===== src/rtl/cim_array_scheduler.sv =====
// rtl/cim_array_scheduler.sv - refresh/DAC-read/MAV-write sequencer and arbiter for the CIM input DRAM array
// Optional watchdog on the WAIT states: define SCHED_TIMEOUT_EN.
module cim_array_scheduler #(
  parameter int ADDR_W         = 6,
  parameter int ROWS           = 64,
  parameter int REFRESH_PERIOD = 1024,
  parameter int WR_CYCLES      = 2,
  parameter int TIMEOUT        = 255
) (
  input  logic              CLK,
  input  logic              RST,
  input  logic              req_dac,
  input  logic [ADDR_W-1:0] req_dac_addr,
  input  logic              req_mav,
  input  logic [ADDR_W-1:0] req_mav_addr,
  input  logic              refresh_finish,
  input  logic              ADC_finish,
  output logic [ADDR_W-1:0] ADDR,
  output logic              WE,
  output logic              DRAM_EN,
  output logic              DEC_EN,
  output logic              start_refresh,
  output logic              start_DAC,
  output logic              gnt_dac,
  output logic              gnt_mav,
  output logic              busy,
  output logic              refresh_overrun,
  output logic              timeout_err
);

  localparam int TW = (REFRESH_PERIOD > 1) ? $clog2(REFRESH_PERIOD) : 1;
  localparam int CW = (WR_CYCLES > 1) ? $clog2(WR_CYCLES) : 1;

  typedef enum logic [3:0] {
    IDLE, REF_SETUP, REF_START, REF_WAIT, RD_SETUP, RD_START, RD_WAIT, WR_SETUP, WR_HOLD
  } state_t;

  state_t            state_q, state_d;
  logic [TW-1:0]     timer_q;
  logic              wrap, clr;
  logic              pend_q, pend_d, ovr_q, ovr_d;
  logic [ADDR_W-1:0] ref_row_q, ref_row_d, addr_q, addr_d;
  logic [CW-1:0]     wr_cnt_q, wr_cnt_d;
  logic we_q, we_d, dram_q, dram_d, dec_q, dec_d, sref_q, sref_d, sdac_q, sdac_d;
  logic gd_q, gd_d, gm_q, gm_d, busy_q, busy_d;

`ifdef SCHED_TIMEOUT_EN
  localparam int WW = $clog2(TIMEOUT + 1);
  logic [WW-1:0] wd_q, wd_d;
  logic          tmo_hit, tmo_set, tmo_q;
  assign tmo_hit = (wd_q == WW'(TIMEOUT - 1));
`endif

  assign wrap = (timer_q == TW'(REFRESH_PERIOD - 1));

  always_comb begin
    state_d   = state_q;
    addr_d    = addr_q;
    ref_row_d = ref_row_q;
    wr_cnt_d  = wr_cnt_q;
    clr       = 1'b0;
    gd_d      = 1'b0;
    gm_d      = 1'b0;
`ifdef SCHED_TIMEOUT_EN
    tmo_set   = 1'b0;
`endif
    case (state_q)
      IDLE: begin
        if (pend_q) begin
          state_d = REF_SETUP;
          addr_d  = ref_row_q;
        end else if (req_dac) begin
          state_d = RD_SETUP;
          addr_d  = req_dac_addr;
        end else if (req_mav) begin
          state_d = WR_SETUP;
          addr_d  = req_mav_addr;
        end
      end
      REF_SETUP: state_d = REF_START;
      REF_START: state_d = REF_WAIT;
      REF_WAIT: begin
        if (refresh_finish) begin
          state_d   = IDLE;
          addr_d    = '0;
          clr       = 1'b1;
          ref_row_d = (ref_row_q == ADDR_W'(ROWS - 1)) ? '0 : ref_row_q + 1'b1;
`ifdef SCHED_TIMEOUT_EN
        end else if (tmo_hit) begin
          state_d = IDLE;
          addr_d  = '0;
          tmo_set = 1'b1;
`endif
        end
      end
      RD_SETUP: state_d = RD_START;
      RD_START: state_d = RD_WAIT;
      RD_WAIT: begin
        if (ADC_finish) begin
          state_d = IDLE;
          addr_d  = '0;
          gd_d    = 1'b1;
`ifdef SCHED_TIMEOUT_EN
        end else if (tmo_hit) begin
          state_d = IDLE;
          addr_d  = '0;
          tmo_set = 1'b1;
`endif
        end
      end
      WR_SETUP: begin
        state_d  = WR_HOLD;
        wr_cnt_d = '0;
      end
      WR_HOLD: begin
        if (wr_cnt_q == CW'(WR_CYCLES - 1)) begin
          state_d = IDLE;
          addr_d  = '0;
          gm_d    = 1'b1;
        end else begin
          wr_cnt_d = wr_cnt_q + 1'b1;
        end
      end
      default: begin
        state_d = IDLE;
        addr_d  = '0;
      end
    endcase

    // Outputs are registered, so they are decoded from the state being entered.
    busy_d = (state_d != IDLE);
    dec_d  = busy_d;
    we_d   = (state_d == WR_HOLD);
    dram_d = (state_d inside {REF_SETUP, REF_START, REF_WAIT, RD_SETUP, RD_START, RD_WAIT, WR_HOLD});
    sref_d = (state_d == REF_START);
    sdac_d = (state_d == RD_START);

    // A wrap coinciding with the clear keeps the refresh pending and is not an overrun.
    pend_d = wrap ? 1'b1 : (clr ? 1'b0 : pend_q);
    ovr_d  = ovr_q | (wrap & pend_q & ~clr);

`ifdef SCHED_TIMEOUT_EN
    wd_d = ((state_q == REF_WAIT || state_q == RD_WAIT) && state_d == state_q) ? wd_q + 1'b1 : '0;
`endif
  end

  always_ff @(posedge CLK) begin
    if (RST) begin
      state_q   <= IDLE;
      timer_q   <= '0;
      pend_q    <= 1'b0;
      ovr_q     <= 1'b0;
      ref_row_q <= '0;
      addr_q    <= '0;
      wr_cnt_q  <= '0;
      we_q      <= 1'b0;
      dram_q    <= 1'b0;
      dec_q     <= 1'b0;
      sref_q    <= 1'b0;
      sdac_q    <= 1'b0;
      gd_q      <= 1'b0;
      gm_q      <= 1'b0;
      busy_q    <= 1'b0;
    end else begin
      state_q   <= state_d;
      timer_q   <= wrap ? '0 : timer_q + 1'b1;
      pend_q    <= pend_d;
      ovr_q     <= ovr_d;
      ref_row_q <= ref_row_d;
      addr_q    <= addr_d;
      wr_cnt_q  <= wr_cnt_d;
      we_q      <= we_d;
      dram_q    <= dram_d;
      dec_q     <= dec_d;
      sref_q    <= sref_d;
      sdac_q    <= sdac_d;
      gd_q      <= gd_d;
      gm_q      <= gm_d;
      busy_q    <= busy_d;
    end
  end

`ifdef SCHED_TIMEOUT_EN
  always_ff @(posedge CLK) begin
    if (RST) begin
      wd_q  <= '0;
      tmo_q <= 1'b0;
    end else begin
      wd_q  <= wd_d;
      tmo_q <= tmo_q | tmo_set;
    end
  end
  assign timeout_err = tmo_q;
`else
  assign timeout_err = 1'b0;
`endif

  assign ADDR            = addr_q;
  assign WE              = we_q;
  assign DRAM_EN         = dram_q;
  assign DEC_EN          = dec_q;
  assign start_refresh   = sref_q;
  assign start_DAC       = sdac_q;
  assign gnt_dac         = gd_q;
  assign gnt_mav         = gm_q;
  assign busy            = busy_q;
  assign refresh_overrun = ovr_q;

endmodule


===== config.mk =====
export PLATFORM = sky130hd
export DESIGN_NAME = cim_array_scheduler
export DESIGN_NICKNAME = d
export VERILOG_FILES = /design/src/rtl/cim_array_scheduler.sv
export SDC_FILE = /design/constraint.sdc
export NUM_CORES = 1
export LEC_CHECK = 0
export ABC_AREA = 0
export ABC_CLOCK_PERIOD_IN_PS = 2300
export CAP_MARGIN = 20
export CORE_ASPECT_RATIO = 0.8
export CORE_MARGIN = 3
export CORE_UTILIZATION = 55
export CTS_CLUSTER_SIZE = 40
export DETAILED_ROUTE_END_ITERATION = 8
export HOLD_SLACK_MARGIN = 0.08
export PLACE_DENSITY_LB_ADDON = 0.1
export SYNTH_ARGS = -nofsm -noshare
export SYNTH_HDL_FRONTEND = slang
export SYNTH_SLANG_ARGS = --single-unit

===== constraint.sdc =====
create_clock -name CLK -period 2.3 [get_ports CLK]
set_clock_uncertainty 0.1 [all_clocks]
set_input_delay 0.23 -clock CLK [delete_from_list [all_inputs] [get_ports CLK]]
set_output_delay 0.23 -clock CLK [all_outputs]
set_load 0.01 [all_outputs]

======== Word level (Yosys, flattened, before mapping) ========
Index checks and enable logic that the tools add are counted.
storage, ports and cells
  register bits after elaboration ......... 36
  output and inout port bits .............. 16
  input port bits ......................... 18
  logic and storage cells ................. 79
cells by class
  reductions and logical operators ........ 11
  equal/unequal tests ..................... 21
  multiplexer cells ....................... 23
  $add $sub $neg .......................... 3
  bitwise gates (word level) .............. 7
operators with widths
  cell                   count
  $mux 6                 7
  $pmux 4 s9             1
  $pmux 6 s5             1
  $eq 4x3->1 const B     7
  $mux 4                 6
  $eq 4x2->1 const B     4
  $add 10x1->10 const B  1
  $eq 10x10->1 const B   1
  $eq 4x1->1 const B     2
  $eq 4x4->1 const B     2
  $mux 1                 7
  $reduce_bool 7->1      1
  $add 6x1->6 const B    1
  $eq 6x6->1 const B     1
  $ne 2x2->1 const B     3
  $reduce_or 2->1        3
  $reduce_and 5->1       1
  $reduce_or 5->1        1
  $logic_not 4->1        1
  $ne 4x4->1 const B     1
  $not 1->1              4
  $reduce_bool 2->1      2
  $reduce_bool 4->1      1
  $and 1x1->1            2
  4 further kinds        4

======== Longest topological paths before layout ========
  word-level depth ........................ 6
  depth in mapped cells ................... 6

======== Worst setup path before layout ========
No wires, ideal clock.
  path type ............................... register -> register
  start ................................... register state_q[1]
  end ..................................... register sdac_q (netlist: start_DAC)
  cell stages (with the launch flop) ...... 7
  setup time .............................. 0.116 ns
  arrival ................................. 1.353 ns
  setup slack ............................. 0.732 ns
  path through ............................ dfxtp_1 -> buf_6 -> or3_1 -> buf_6 -> nor4_4 -> nor2_1 -> and3b_1
on the way
  word-level cells in the longest chain between the ends .. 5
  elaborated cells between the ends (all ways) .. 17
  those cells by class .................... eq/ne (9); mux (7); reduce/logical (1)
RTL lines
  what                    RTL line  RTL
  from (decl)             38        state_t state_q, state_d;
  from (signal assigned)  165       state_q <= state_d;
  $mux 4                  75        end else if (req_mav) begin
  $mux 4                  72        end else if (req_dac) begin
  $mux 4                  69        if (pend_q) begin
  $pmux 4 s9 (*)          67        case (state_q)
  $eq 4x3->1 (*)          136       sdac_d = (state_d == RD_START);
  to (signal assigned)    160       sdac_q <= 1'b0;
  to (signal assigned)    176       sdac_q <= sdac_d;
  to (decl)               44        logic we_q, we_d, dram_q, dram_d, dec_q, dec_d, sref_q, sref_d, sdac_q, sdac_d;
Mark *: on every way between the ends. The rest lies on a longest branch, timed or not.
A chain may end at the register's enable or synchronous reset.

======== Final worst setup path ========
  start ................................... register pend_q
  end ..................................... register dram_q (netlist: DRAM_EN)
on the way
  word-level cells in the longest chain between the ends .. 4
  elaborated cells between the ends (all ways) .. 10
  those cells by class .................... eq/ne (7); mux (2); reduce/logical (1)
RTL lines
  what                                RTL line  RTL
  from (decl)                         41        logic pend_q, pend_d, ovr_q, ovr_d;
  from (signal assigned)              167       pend_q <= pend_d;
  $mux 4 (*)                          69
  $pmux 4 s9 (*)                      67
  $eq 4x1->1 (tied with other cells)  134       dram_d = (state_d inside {REF_SETUP, REF_START, REF_WAIT, RD_SETUP, RD_START, RD_WAIT, WR_HOLD});
  $reduce_bool 7->1 (*)               134
  to (signal assigned)                173       dram_q <= dram_d;
  to (decl)                           44
Marks and branches as above.

==> impl_metrics.csv <==
group,metric,value,unit
synth,ys_ff_latch,36,
layout,nNetsFinal,245,
sta,setup_viol,0,
floorplanning,fp.coreArea,2870,um2
clocking,cts_resized,0,
clocking,cts_sinks,36,
routing,drc,0,
critical_path,cp-end-kind,"flip-flop",
sta,max_freq,537,MHz
power_and_ir_drop,p_clk_frac,0.385,
layout,final_area,2220,um2
critical_path,critPathTopFamily,"compound AO/OA/AOI/OAI gates",
sta,min_period_over_period,0.809,
sta,rsz0062_at_grt,"false",
critical_path,slowest_delay,0.65,ns
power_and_ir_drop,p_comb_frac,0.235,
sta,maxSlewViolCount,0,
clocking,hold_buffers,0,
placed_design,placement.io_buffers,32,
critical_path,cp.required,2.38,ns
global_route,grt_pass1_vias,1443,
critical_path,critical_path_buf_inv_count,0,
run_status,status,"finished clean",
sta,max_slew_margin,0.598,
synth,synth_edf_count,0,
synth,async_flop_share,0,
routing,drt_first_pass_iters,5,
floorplanning,io_pins,34,
power_and_ir_drop,power_leakage,0.869,nW
synth,seq_area_frac_synth,0.419,
synth,avgSynthCellArea,8.97,um2
critical_path,path_cells,"nor2_1, a32oi_1, o31a_1, o211a_1, nor3_1",
global_route,antenna_found_initial,0,
routing,via_per_inst,5.34,
placed_design,dpl-instance-area,2060,um2
worst_hold_path,holdCritPathClass,"flip-flop to flip-flop",
power_and_ir_drop,fin_total_pwr,1.99,mW
synth,synthCells,192,
placed_design,hpwlAfterDp,2810,um
critical_path,crit_start,"pend_q",
power_and_ir_drop,p_sw_frac,0.262,
critical_path,critPathMaxFanout,16,
synth,yosys-top-cells-area,"dfxtp_1, mux2i_1, nor2_1",
synth,synthMostInstantiatedCell,"dfxtp_1",
global_route,track_usage,0.229,
sta,fin_crit,1.86,ns
routing,highest_layer,"met4",
synth,synth_top_cell_area_share,0.419,
critical_path,slowest_stage,"dfxtp_1",
global_route,grt_pass1_wl,6620,um
global_route,grt_overflow,0,
critical_path,cp.arrival,1.94,ns
placed_design,gp_congestion,0.908,
power_and_ir_drop,power.density,897,nW/um2
floorplanning,die_height,56.0,um
synth,synthTopCellsByCount,"dfxtp_1, nor2_1, nand2_1, mux2i_1, nand2b_1",
routing,vias,1409,
power_and_ir_drop,p_seq_frac,0.380,
sta,tightest_slew,0.601,ns
global_route,grt_max_degree,17,
routing,wl,3830,um
job,drv_cap,0,
clocking,root_buffer,"clkbuf_8",
routing,met1_length,1730,um
routing,dr_wl_met2,1840,um
clocking,cts_setup_buffers,0,
synth,synth_nets,212,
routing,dr.first_iter.drc_count,141,
worst_hold_path,hold_start,"timer_q[0]",
routing,wl_per_cell,14.5,um
clocking,numCtsBuffers,5,
clocking,clk_pin_slew,0.07,ns
clocking,ctsLongestPathBuffers,2,
critical_path,start_kind,"flip-flop",
power_and_ir_drop,p_switching,520,uW
synth,yosysTopAreaCell,"dfxtp_1",
sta,fin_tns_setup,0,ns
clocking,worstSkewPairLatency,0.29,ns
clocking,h-tree-depth,2,
routing,wl_met3,188,um
layout,area_growth,28.9,%
clocking,cts_tree,"yes",
floorplanning,dieArea,3840,um2
floorplanning,die_w,68.6,um
power_and_ir_drop,vdd_drop_max,0.662,mV
critical_path,worstSetupPathType,"flip-flop to flip-flop",
synth,ys_warn_count,0,
floorplanning,start_util,0.600,
power_and_ir_drop,p_int,1.47,mW
layout,drive_gt1_frac,0.0885,
layout,diodes,0,
synth,synth.distinct_cells,41,
floorplanning,row_count,17,
synth,syn-cell-area,1720,um2
critical_path,worst_r2r_startpoint,"pend_q",
sta,hold_violations,0,
synth,ys.flop_type,"dfxtp_1",
routing,drtAntennaViolNets,0,
layout,utilization,0.773,
layout make-up:
| class | count | area (um2) |
|---|---|---|
| fillers | 198 | 652 |
| multi-input cells | 141 | 916 |
| clock inverters | 3 | 90.1 |
| inverters | 3 | 11.3 |
| clock buffers | 5 | 68.8 |
| flip-flops and latches | 36 | 721 |
| well taps | 38 | 47.5 |
| repair buffers | 38 | 365 |
cells in the final DEF (no fill, tap or decap), types with 3 or more instances in the layout:
master	n
nor2_1	32
o21ai_0	7
nand4_1	3
nor3_1	7
bufinv_16	3
a21oi_1	4
clkdlybuf4s50_1	32
nand3_1	4
inv_1	3
buf_4	6
clkbuf_8	5
nand2_1	19
dfxtp_1	36
xnor2_1	5
mux2i_1	13
xor2_1	8
and3_1	3
nand2b_1	10
metrics by stage:
step	setup WS, ns	std cells	hold WS, ns
final	0.439	264	0.376
after global placement	0.443	256	0.338
after CTS	0.474	264	0.381
after global routing	0.261	264	0.410
after detailed placement	0.330	256	0.359
after floorplan	0.732	192	0.314
kinds of logic after synthesis:
| family | after synthesis | share of synthesized area |
|---|---|---|
| simple gates | 91 | 0.282 |
| flops | 36 | 0.419 |
| compound gates | 21 | 0.0916 |
| buf+inv | 15 | 0.0494 |
| xor+xnor | 13 | 0.0661 |
| mux | 13 | 0.0756 |
| fa+ha+maj | 2 | 0.0145 |
| other cells | 1 | 0.00218 |
registers in the layout (all words and copies together), names as in the netlist:
| signal | count |
|---|---|
| ADDR | 6 |
| gnt_mav | 1 |
| DRAM_EN | 1 |
| WE | 1 |
| refresh_overrun | 1 |
| gnt_dac | 1 |
| pend_q | 1 |
| state_q | 4 |
| start_refresh | 1 |
| timer_q | 10 |
| ref_row_q | 6 |
| start_DAC | 1 |
| wr_cnt_q | 1 |
| busy | 1 |
final timing paths:
check	to	slack (ns)	cells after the start
worst max register to register	DRAM_EN	0.44	5
worst max-delay path	DRAM_EN	0.44	5
worst min-delay path	timer_q[0]	0.38	1
worst min register to register	timer_q[0]	0.38	1
per-layer routing:
| layer | vias up | track usage |
|---|---|---|
| met5 | - | 0 |
| li1 | 715 | - |
| met4 | 0 | 0.0793 |
| met3 | 8 | 0.0828 |
| met1 | 651 | 0.289 |
| met2 | 35 | 0.354 |
power groups by stage:
stage	clock, mW	sequential [mW]	combinational [mW]
final	0.767	0.755	0.468
after global routing	0.805	0.763	0.509
after CTS	0.778	0.754	0.465
after detailed placement	0	0.764	0.463
after global placement	0	0.760	0.447
after floorplan	0	0.747	0.341
Note: power is estimated with default switching activity, not from simulation.
==> variant 1: new RTL, same settings <==
The parameter `ADDR_W` goes from 6 to 4.
--- a/src/rtl/cim_array_scheduler.sv
+++ b/src/rtl/cim_array_scheduler.sv
@@ -2,5 +2,5 @@
 // Optional watchdog on the WAIT states: define SCHED_TIMEOUT_EN.
 module cim_array_scheduler #(
-  parameter int ADDR_W         = 6,
+  parameter int ADDR_W         = 4,
   parameter int ROWS           = 64,
   parameter int REFRESH_PERIOD = 1024,
Interface: changed (resized ADDR, req_dac_addr and req_mav_addr); port bits go from 34 to 28. No check against the original RTL was run, so the function may have changed too.
==> variant 1 against the original RTL <==
Setup slack got worse by 0.019 ns. Combinational power up 19%. Clock power fell by 52%. Design area decreased by 17%. Synthesized cell count down 9.9%. First-iteration DRC count decreased by 52%. Final cell count down 11%. Synthesized area decreased by 12%. Sequential cell count shrank 4. Total power down 17%. Wire length decreased by 15%. Global-route usage shrank 1.2 points. Die area decreased by 11%. Critical endpoint is now busy. Highest routed layer unchanged.
==> variant 1: results (changes against the original RTL) <==
grt_pass1_vias: 1236  # -14%
clk_pin_slew_ns: 0.09  # +0.02 ns
p_leak_nw: 0.677  # -22%
synth_mux_area_frac: 0.0596  # -0.0160
firstDrtPassIters: 4  # -1
synth_xor_area_frac: 0.0522  # -0.0140
cts_root_buf: "clkbuf_4"
pre_cts_slack_ns: 0.429  # +0.0990 ns
vdd_drop_max_v: 0.000572  # -14%
drive_gt1_frac: 0.0854  # -0.00307
dp_hpwl_mm: 2.37  # -15%
gp_congestion: 0.881  # -3.0%
critical_path.top_delay_family: "flip-flops"
portBuffers: 26  # -19%
clk_latency_ns: 0.34  # +0.05 ns
status: "finished clean"
finalWirelength_mm: 3.24  # -15%
grt_pass1_wl_mm: 5.60  # -15%
syn_nets: 189  # -11%
dp_cells: 228  # -11%
grt_usage: 0.217  # -0.0119
nNetsFinal: 215  # -12%
via_per_inst: 5.49  # +2.9%
nFillCells: 204  # +3.0%
tightest_slew_ns: 0.584  # -0.0173 ns
drt_iter0_markers: 67  # -52%
synthTopCellsByCount: "dfxtp_1 (32), nand2_1 (22), nor2_1 (17)"
grt_max_degree: 18  # +1
variant 1: cell types whose count changed after synthesis, sizes merged, moves of 2 or more:
| cell | unedited run | this run |
|---|---|---|
| a2111oi | 0 | 2 |
| a21oi | 4 | 9 |
| dfxtp | 36 | 32 |
| mux2i | 13 | 9 |
| nand2 | 19 | 22 |
| nand3 | 4 | 8 |
| nand4b | 2 | 0 |
| nor2 | 33 | 18 |
| nor3 | 8 | 6 |
| nor3b | 1 | 3 |
| o21ai | 7 | 9 |
| xor2 | 8 | 5 |
variant 1: stage by stage:
stage | hold slack (ns) | area [µm²] | total power [mW]
global placement | 0.342 | 1780 | 1.28
CTS | 0.380 | 1840 | 1.66
finish | 0.378 | 1840 | 1.65
global route | 0.401 | 1840 | 1.75
floorplan | 0.307 | 1510 | 1.12
detailed placement | 0.359 | 1780 | 1.29
variant 1: per-layer routing:
layer  global-route usage  vias up  wire length (µm)  part of all wire
met5                    0        -                 0                 0
met2                0.353       37              1460              0.45
met4                0.109        0                44             0.014
met3               0.0658        5               228             0.070
met1                0.263      596              1510              0.47
li1                     -      653                 -                 -
variant 1: final cells by class:
class                           count  area (µm²)  share of cell area
Multi-Input combinational cell    129         801               0.435
Sequential cell                    32         641               0.348
Timing Repair Buffer               29         283               0.154
Clock buffer                        7        65.1              0.0353
Tap cell                           36        45.0              0.0245
Inverter                            2        7.51             0.00408
variant 1: final timing paths:
check / depth (start not counted) / start / slack (ns) / end
worst max-delay path: 4 / state_q[3] / 0.42 / busy
worst min-delay path: 2 / wr_cnt_q / 0.38 / gnt_mav
worst max register to register: 4 / state_q[3] / 0.42 / busy
worst min register to register: 2 / wr_cnt_q / 0.38 / gnt_mav
variant 1: worst min-delay path, cell delays in order (launching register included):
cell	delay, ns
dfxtp_1	0.35
nand2_1	0.06
nor3_1	0.04
==> variant 2: new RTL, config.mk and constraints unchanged <==
Without the edit above. Put one more register stage on the output `refresh_overrun`, with the module's reset. The value now appears one clock later. The other outputs are not delayed to match.
--- a/src/rtl/cim_array_scheduler.sv
+++ b/src/rtl/cim_array_scheduler.sv
@@ -205,5 +205,11 @@
   assign gnt_mav         = gm_q;
   assign busy            = busy_q;
-  assign refresh_overrun = ovr_q;
+  always_ff @(posedge CLK) begin
+    if (RST) begin
+      refresh_overrun <= '0;
+    end else begin
+      refresh_overrun <= ovr_q;
+    end
+  end
 
 endmodule
Function: no difference found for any inputs over 10 cycles, from zero or initial values and one cycle with RST high; that may be too few to reach the edited logic, so the function may still have changed.
==> variant 2 against the original RTL <==
Critical endpoint unchanged. Synthesized area is 4.4% higher. Largest power group is now sequential cells. Design area up 0.79%. Wire length rose by 8.6%. Total power is 7.3% lower. Setup slack worse by 0.077 ns. Sequential cell count increased by 1. Count of clock-buffer cells in the layout did not move.
==> variant 2: results (changes against the original RTL) <==
status: "finished clean"
critical_path.top_delay_family: "flip-flops"
pre_cts_slack_ns: 0.358  # +0.0284 ns
firstDrtPassIters: 4  # -1
ys_types: 48  # +17%
wire_per_inst_um: 15.1  # +3.9%
p_leak_nw: 0.845  # -2.8%
drt_iter0_markers: 119  # -16%
worstPathArrival_ns: 2.01  # +0.07 ns
nFillCells: 208  # +5.1%
nNetsFinal: 257  # +4.9%
grt_usage: 0.220  # -0.00841
slowest_stage: "dfxtp_1"
synthTopCellsByCount: "dfxtp_1 (37), nor2_1 (25), nand2_1 (19)"
drive_gt1_frac: 0.0882  # -0.000260
tns_ns: 0  # unchanged
crit_path_max_fanout: 16  # unchanged
clk_pin_slew_ns: 0.08
synth_ff_type: "dfxtp_1"
crit_path_max_incr_delay_ns: 0.69  # +0.04 ns
tightest_slew_ns: 0.565  # -0.0368 ns
grt_pass1_wl_mm: 6.95  # +5.0%
dp_hpwl_mm: 2.89  # +2.9%
synth_area_leaders: "dfxtp_1 (41%), mux2i_1 (6.7%), nor2_1 (5.2%), nand2_1 (4.0%), nand2b_1 (3.5%)"
vdd_drop_max_v: 0.000542  # -18%
syn_nets: 227  # +7.1%
grt_pass1_vias: 1462  # +1.3%
antenna_found_initial: 0  # unchanged
switchingPower_mw: 0.563  # +8.1%
ys_seq_area_frac: 0.412  # -0.00635
placed_area_um2: 2120  # +3.0%
via_per_inst: 5.78  # +8.3%
num_antenna_cells: 0  # unchanged
gp_congestion: 0.876  # -3.5%
variant 2: cell types whose count changed after synthesis, moves of 3 or more:
cell      unedited run  this run
o21ai_0              7        10
or2_2                0         3
nor3b_1              0         3
nor4_1               0         3
xor2_1               8         3
nor2b_1              1         4
nor2_1              32        25
a311oi_1             0         3
nor3_1               7         3
a21oi_1              4         8
nand3_1              4         7
variant 2: worst paths after layout:
path	start	end	slack (ns)	cells after the start
hold reg to reg	ovr_q	refresh_overrun	0.37	1
hold / removal	ovr_q	refresh_overrun	0.37	1
setup / recovery	state_q[2]	DRAM_EN	0.36	4
setup reg to reg	state_q[2]	DRAM_EN	0.36	4
variant 2: cell type report:
cell class	instances	share of cell area
Multi-Input combinational cell	154	0.433
Sequential cell	37	0.331
Timing Repair Buffer	37	0.160
Clock buffer	5	0.0308
Tap cell	38	0.0213
Clock inverter	3	0.0207
Inverter	2	0.00336
variant 2: power groups by stage:
stage	combinational, mW	sequential, mW	clock (mW)
2_1_floorplan	0.337	0.772	0
3_3_place_gp	0.457	0.789	0
3_5_place_dp	0.471	0.795	0
4_1_cts	0.480	0.780	0.581
5_1_grt	0.518	0.795	0.614
6_report	0.481	0.782	0.582
variant 2: worst register-to-register path, cell delays in order, from the launching register on:
cell	delay, ns
dfxtp_1	0.69
nor2_1	0.13
a32oi_1	0.34
nor4b_1	0.43
nor3_1	0.12
variant 2: cell families (layout without fill, tap and decap cells):
group,Yosys count,after routing,share of synthesized area
other,1,1,0.00209
and+or+nand+nor,98,98,0.299
AOI/OAI and AO/OA,33,33,0.118
muxes,12,12,0.0669
DFF,37,37,0.412
adders and majority gates,2,2,0.0139
xor gates and xnor gates,8,8,0.0390
buffers and inverters,16,47,0.0487
variant 2: through the flow:
step | cells | hold WS, ns | utilization | power [mW]
finish | 276 | 0.370 | 0.762 | 1.85
global route | 276 | 0.397 | 0.762 | 1.93
CTS | 276 | 0.377 | 0.762 | 1.84
detailed placement | 268 | 0.359 | 0.723 | 1.27
global placement | 268 | 0.339 | 0.723 | 1.25
floorplan | 207 | 0.282 | - | 1.11
variant 2: layer usage:
metal,track usage,vias to the layer above,part of all wire
met5,0,-,0
met4,0.0929,0,0.019
met3,0.0775,14,0.068
met2,0.351,62,0.47
met1,0.273,735,0.44
li1,-,784,-
